**src/rtl/shr8_share_arb_pkg.sv**
```systemverilog
// rtl/shr8_share_arb_pkg.sv - shared widths, mode encodings and output register states
package shr8_share_arb_pkg;

  localparam int SHR_W     = 8;
  localparam int SHR_AMT_W = 3;

  localparam logic SHR_LOGICAL = 1'b0;
  localparam logic SHR_ROTATE  = 1'b1;

  typedef enum logic {
    ST_EMPTY = 1'b0,
    ST_FULL  = 1'b1
  } out_state_t;

endpackage

```
**src/rtl/shr8_core.sv**
```systemverilog
// rtl/shr8_core.sv - combinational 8-bit right shifter/rotator, log stages 4,2,1
module shr8_core
  import shr8_share_arb_pkg::*;
(
  input  logic [SHR_W-1:0]     data,
  input  logic [SHR_AMT_W-1:0] amt,
  input  logic                 rot,
  output logic [SHR_W-1:0]     result
);

  logic [SHR_W-1:0] s4;
  logic [SHR_W-1:0] s2;
  logic [SHR_W-1:0] s1;
  logic             is_rot;

  assign is_rot = (rot == SHR_ROTATE);

  // Each stage either wraps the low bits around or fills them with zero.
  always_comb begin
    s4 = data;
    if (amt[2]) s4 = is_rot ? {data[3:0], data[7:4]} : {4'b0, data[7:4]};
    s2 = s4;
    if (amt[1]) s2 = is_rot ? {s4[1:0], s4[7:2]} : {2'b0, s4[7:2]};
    s1 = s2;
    if (amt[0]) s1 = is_rot ? {s2[0], s2[7:1]} : {1'b0, s2[7:1]};
  end

  assign result = s1;

endmodule

```
**src/rtl/shr8_share_arb.sv**
```systemverilog
// rtl/shr8_share_arb.sv - round-robin share of one 8-bit shifter among NREQ requesters
module shr8_share_arb
  import shr8_share_arb_pkg::*;
#(
  parameter int NREQ = 4,
  parameter int ID_W = $clog2(NREQ)
) (
  input  logic                      clk,
  input  logic                      rst,
  input  logic [NREQ-1:0]           req_valid,
  input  logic [NREQ*SHR_W-1:0]     req_data,
  input  logic [NREQ*SHR_AMT_W-1:0] req_amt,
  input  logic [NREQ-1:0]           req_rot,
  output logic [NREQ-1:0]           req_ready,
  output logic                      resp_valid,
  output logic [SHR_W-1:0]          resp_data,
  output logic [ID_W-1:0]           resp_id,
  input  logic                      resp_ready,
  output logic [15:0]               busy_cnt
);

  out_state_t           state;
  logic [ID_W-1:0]      rr_ptr;
  logic [ID_W-1:0]      win;
  logic [ID_W-1:0]      cand;
  logic                 found;
  logic                 accept;
  logic                 xfer;
  logic [SHR_W-1:0]     sel_data;
  logic [SHR_AMT_W-1:0] sel_amt;
  logic                 sel_rot;
  logic [SHR_W-1:0]     shifted;

  assign accept = (state == ST_EMPTY) | resp_ready;

  // Search starts just past the last winner so every requester gets a turn.
  always_comb begin
    found = 1'b0;
    win   = '0;
    cand  = '0;
    for (int i = 1; i <= NREQ; i++) begin
      cand = ID_W'((int'(rr_ptr) + i) % NREQ);
      if (!found && req_valid[cand]) begin
        found = 1'b1;
        win   = cand;
      end
    end
  end

  assign xfer = found & accept & ~rst;

  always_comb begin
    req_ready = '0;
    if (xfer) req_ready[win] = 1'b1;
  end

  always_comb begin
    sel_data = '0;
    sel_amt  = '0;
    sel_rot  = SHR_LOGICAL;
    for (int n = 0; n < NREQ; n++) begin
      if (ID_W'(n) == win) begin
        sel_data = req_data[n*SHR_W +: SHR_W];
        sel_amt  = req_amt[n*SHR_AMT_W +: SHR_AMT_W];
        sel_rot  = req_rot[n];
      end
    end
  end

  shr8_core u_core (
    .data   (sel_data),
    .amt    (sel_amt),
    .rot    (sel_rot),
    .result (shifted)
  );

  always_ff @(posedge clk) begin
    if (rst) begin
      state     <= ST_EMPTY;
      resp_data <= '0;
      resp_id   <= '0;
      rr_ptr    <= ID_W'(NREQ - 1);
      busy_cnt  <= '0;
    end else begin
      case (state)
        ST_EMPTY: if (xfer) state <= ST_FULL;
        ST_FULL:  if (resp_ready && !xfer) state <= ST_EMPTY;
        default:  state <= ST_EMPTY;
      endcase
      if (xfer) begin
        resp_data <= shifted;
        resp_id   <= win;
        rr_ptr    <= win;
      end
      if ((|req_valid) && !xfer && (busy_cnt != 16'hFFFF)) busy_cnt <= busy_cnt + 16'd1;
    end
  end

  assign resp_valid = (state == ST_FULL);

endmodule

```
**config.mk**
```make
export PLATFORM = sky130hd
export DESIGN_NAME = shr8_share_arb
export DESIGN_NICKNAME = d
export VERILOG_FILES = /design/src/rtl/shr8_share_arb_pkg.sv /design/src/rtl/shr8_core.sv /design/src/rtl/shr8_share_arb.sv
export SDC_FILE = /design/constraint.sdc
export NUM_CORES = 1
export LEC_CHECK = 0
export BUFFER_PORTS_ARGS = -buffer_cell sky130_fd_sc_hd__buf_2
export CAP_MARGIN = 10
export CORE_MARGIN = 4
export CORE_UTILIZATION = 35
export CTS_BUF_LIST = sky130_fd_sc_hd__clkbuf_8 sky130_fd_sc_hd__clkbuf_16
export CTS_CLUSTER_SIZE = 30
export DETAILED_ROUTE_END_ITERATION = 8
export GPL_ROUTABILITY_DRIVEN = 0
export MAX_ROUTING_LAYER = met4
export PLACE_DENSITY = 0.68
export SETUP_SLACK_MARGIN = 0.02
export SYNTH_ARGS = -nofsm -noshare
export SYNTH_HDL_FRONTEND = slang
export SYNTH_HIERARCHICAL = 1
export SYNTH_SLANG_ARGS = --single-unit
```
**constraint.sdc**
```tcl
create_clock -name clk -period 3.9 [get_ports clk]
set_input_delay 0.195 -clock clk [delete_from_list [all_inputs] [get_ports clk]]
set_output_delay 0.195 -clock clk [all_outputs]
set_load 0.005 [all_outputs]
```
==> key figures <==
Final layout
  • Antenna Cells: 0
  • Total Nets Final: 410
  • Layout cells sized above 1: 0.320
  • Filler cell count: 608
  • Synth-to-Final Area Change: 24.7%
  • Final instance area: around 2700 sq um
  • Leading cell type in the layout, fill and taps excluded: buf_2
  • Most frequent cells in the layout: 85 x buf_2, 56 x nand2_1, 29 x dfxtp_1

Worst setup path
  • Most used cell, CP: nand2_1
  • CP max-delay cell: o211a_2
  • Critical path, cell by cell: o21a_1 -> o21ai_0 -> o211a_2 -> nand2_1 -> a32oi_1 -> inv_2 -> mux4_2 -> o221ai_1 -> nand2_1 -> o21ai_1
  • Stages on the worst setup path: 10
  • CP max stage delay: roughly 0.52 ns
  • R2R cell count: 10
  • Delay-heaviest family, CP: compound AO/OA/AOI/OAI gates
  • Crit. End Element: flop
  • Crit path DAT: 3.13 ns
  • Worst Path Buf+Inv: 1
  • CP Class: reg -> reg
  • CP Data Required Time: 4.10 ns
  • CP max FO: 25
  • Critical Path Start Type: flop

Floorplan
  • Full die area: 7410 sq um
  • I/O pins: 86
  • Row count: 28
  • Initial Util: 0.361
  • Die Height: 86.1 um
  • Die X: roughly 86 um
  • Core area: 5920 sq um

STA
  • Final Max Slew Viols: 0
  • Final setup skew: 0.00664 ns
  • Period utilization: 0.751
  • Setup TNS: 0 ns
  • Hold Vio Cnt, Final: 0
  • RSZ-0062 raised after global routing: false
  • Min cycle time layout: 2.93 ns
  • Max-slew headroom: 0.480
  • Final setup viols: 0
  • Tightest Pin Transition: 0.774 ns
  • Max frequency: 341 MHz

CTS
  • CTS sink count: 29
  • Max H-tree Level: 2
  • Root buf cell: clkbuf_8
  • Worst-path clk slew: 0.06 ns
  • Max Root-Sink Buffers: 2
  • Post_cts resized: 0
  • CTS buffer count: 5
  • CTS tree: built
  • Post-CTS Hold Buffers: 0
  • Setup bufs post-CTS: 0
  • Worst skew pair latency: 0.27 ns

Global routing
  • Antenna violations before repair: 0
  • GRT Total Usage: 0.158
  • First-pass GRT wire length: approximately 9300 um
  • Vias in the first global route: 2092
  • GRT overflow: 0
  • Largest net degree at the start of global routing: 34

Yosys
  • Warnings from Yosys: 6
  • Post-Syn Nets: 330
  • Mapped cell area: 2130 sq um
  • Cells after Synth: 274
  • Seq cells post-synth: 29
  • Seq/Total Area, Yosys: 0.272
  • Avg Cell Area, Syn: around 8 sq um
  • Yosys cell types: 49

Worst hold path
  • WHS Path Cells: 4
  • Tightest Hold Check Type: in -> reg

Routing
  • Post-Route WL: ~5600 um
  • Initial DRC count: between 100 and 150
  • DR WL/cell: ~13 um
  • Via-to-Cell Ratio: around 5.3
  • Post-route ant nets: 0
  • Drt drc: 0
  • DR vias: roughly 2300
  • DRT Pass-1 Iters: 4

Power and ir drop
  • Peak VDD IR: 0.000149 V
  • P_leak: ~1.2 nW
  • PD cells: 402 nW/um^2

Place
  • Cell Area, Placed: 2590 sq um
  • Dpl hpwl: 4360 um
  • PortBufs: 85

Outcome
  • Status: finished clean

Job
  • Max-capacitance violation count: 0
## path summary, 6_finish.rpt
| check | endpoint | start | slack [ns] |
|---|---|---|---|
| setup reg to reg | resp_data[6]$_SDFFE_PP0P_ | rr_ptr[0]$_SDFFE_PP1P_ | 0.97 |
| hold reg to reg | resp_data[6]$_SDFFE_PP0P_ | resp_data[6]$_SDFFE_PP0P_ | 0.47 |
| hold / removal | resp_valid$_SDFF_PP0_ | resp_ready | 0.27 |
| setup / recovery | resp_data[6]$_SDFFE_PP0P_ | rr_ptr[0]$_SDFFE_PP1P_ | 0.97 |
## state kept, by name, indices dropped and copies added, names as in the netlist
register    flops
busy_cnt       16
resp_data       8
resp_id         2
resp_valid      1
rr_ptr          2
## Yosys cell counts, drive strengths merged
library cell  instances  share of area
a31oi                 1         0.0029
o21ai                15          0.037
a21boi                1         0.0035
clkbuf                9          0.016
nand3b                1         0.0035
mux2                  5          0.026
or4                   1         0.0053
dfxtp                29           0.27
nor3                  8          0.019
and2                  1         0.0029
nor4                  5          0.022
or3                   1         0.0029
mux4                  7          0.081
nor2                 23          0.040
a21oi                17          0.040
a21o                  1         0.0035
xnor2                14          0.057
or2                   1         0.0041
nand2b               13          0.038
o22a                  1         0.0041
nand4                 4          0.015
a32oi                12          0.049
nor3b                 2         0.0070
o31a                  1         0.0041
mux2i                 1         0.0047
nor2b                 2         0.0059
o211a                 1         0.0047
o221ai                2         0.0082
o21a                  2         0.0070
o211ai                3          0.011
inv                   7          0.012
a22o                  1         0.0047
nand2                56          0.098
and3                  1         0.0029
a211o                 1         0.0041
a211oi                1         0.0059
and4                  2         0.0082
nand3                12          0.028
buf                   8          0.032
ha                    1         0.0059
## per-stage QoR
| step | setup WS, ns | total power, mW | utilization | hold slack [ns] | cells |
|---|---|---|---|---|---|
| after floorplan | 1.41 | 0.722 | - | 0.415 | 274 |
| after global placement | 0.993 | 0.850 | 0.437 | 0.463 | 422 |
| after detailed placement | 0.926 | 0.856 | 0.437 | 0.461 | 422 |
| after CTS | 0.971 | 1.08 | 0.450 | 0.251 | 428 |
| after global routing | 0.703 | 1.15 | 0.450 | 0.289 | 428 |
| final | 0.971 | 1.07 | 0.450 | 0.265 | 428 |
## area by class of cell
class,instances,area (sq um),share of cell area
repair buffers,90,463,0.174
well taps,75,93.8,0.0352
inverters,7,26.3,0.00987
multi-input cells,221,1430,0.535
clock inverters,1,5.00,0.00188
flip-flops and latches,29,581,0.218
clock buffers,5,68.8,0.0258
## where the power goes
part	internal, mW	switching, mW	total [mW]
registers	0.334	0.0224	0.356
logic	0.235	0.260	0.495
clock network	0.117	0.102	0.219
total	0.686	0.385	1.07
## kinds of logic (layout without fill, tap and decap cells)
logic type	after synthesis	in the layout	synth area share
xor+xnor	14	14	0.0574
flops	29	29	0.272
simple gates	133	133	0.303
fa+ha+maj	1	1	0.00586
buf+inv	24	103	0.0604
mux	13	13	0.112
compound gates	60	60	0.189
## routing by layer
metal / wire, um / GRT usage
met5: 0 / -
met4: 66 / 0.0489
met3: 478 / 0.0355
met2: 2590 / 0.261
met1: 2500 / 0.191
## worst register-to-register path, stage by stage, from the launching register on
cell      delay, ns
dfxtp_1        0.33
o21a_1         0.11
o21ai_0        0.20
o211a_2        0.52
nand2_1        0.13
a32oi_1        0.52
inv_2          0.22
mux4_2         0.48
o221ai_1       0.20
nand2_1        0.07
o21ai_1        0.09
Power figures use the tool's default switching activity.
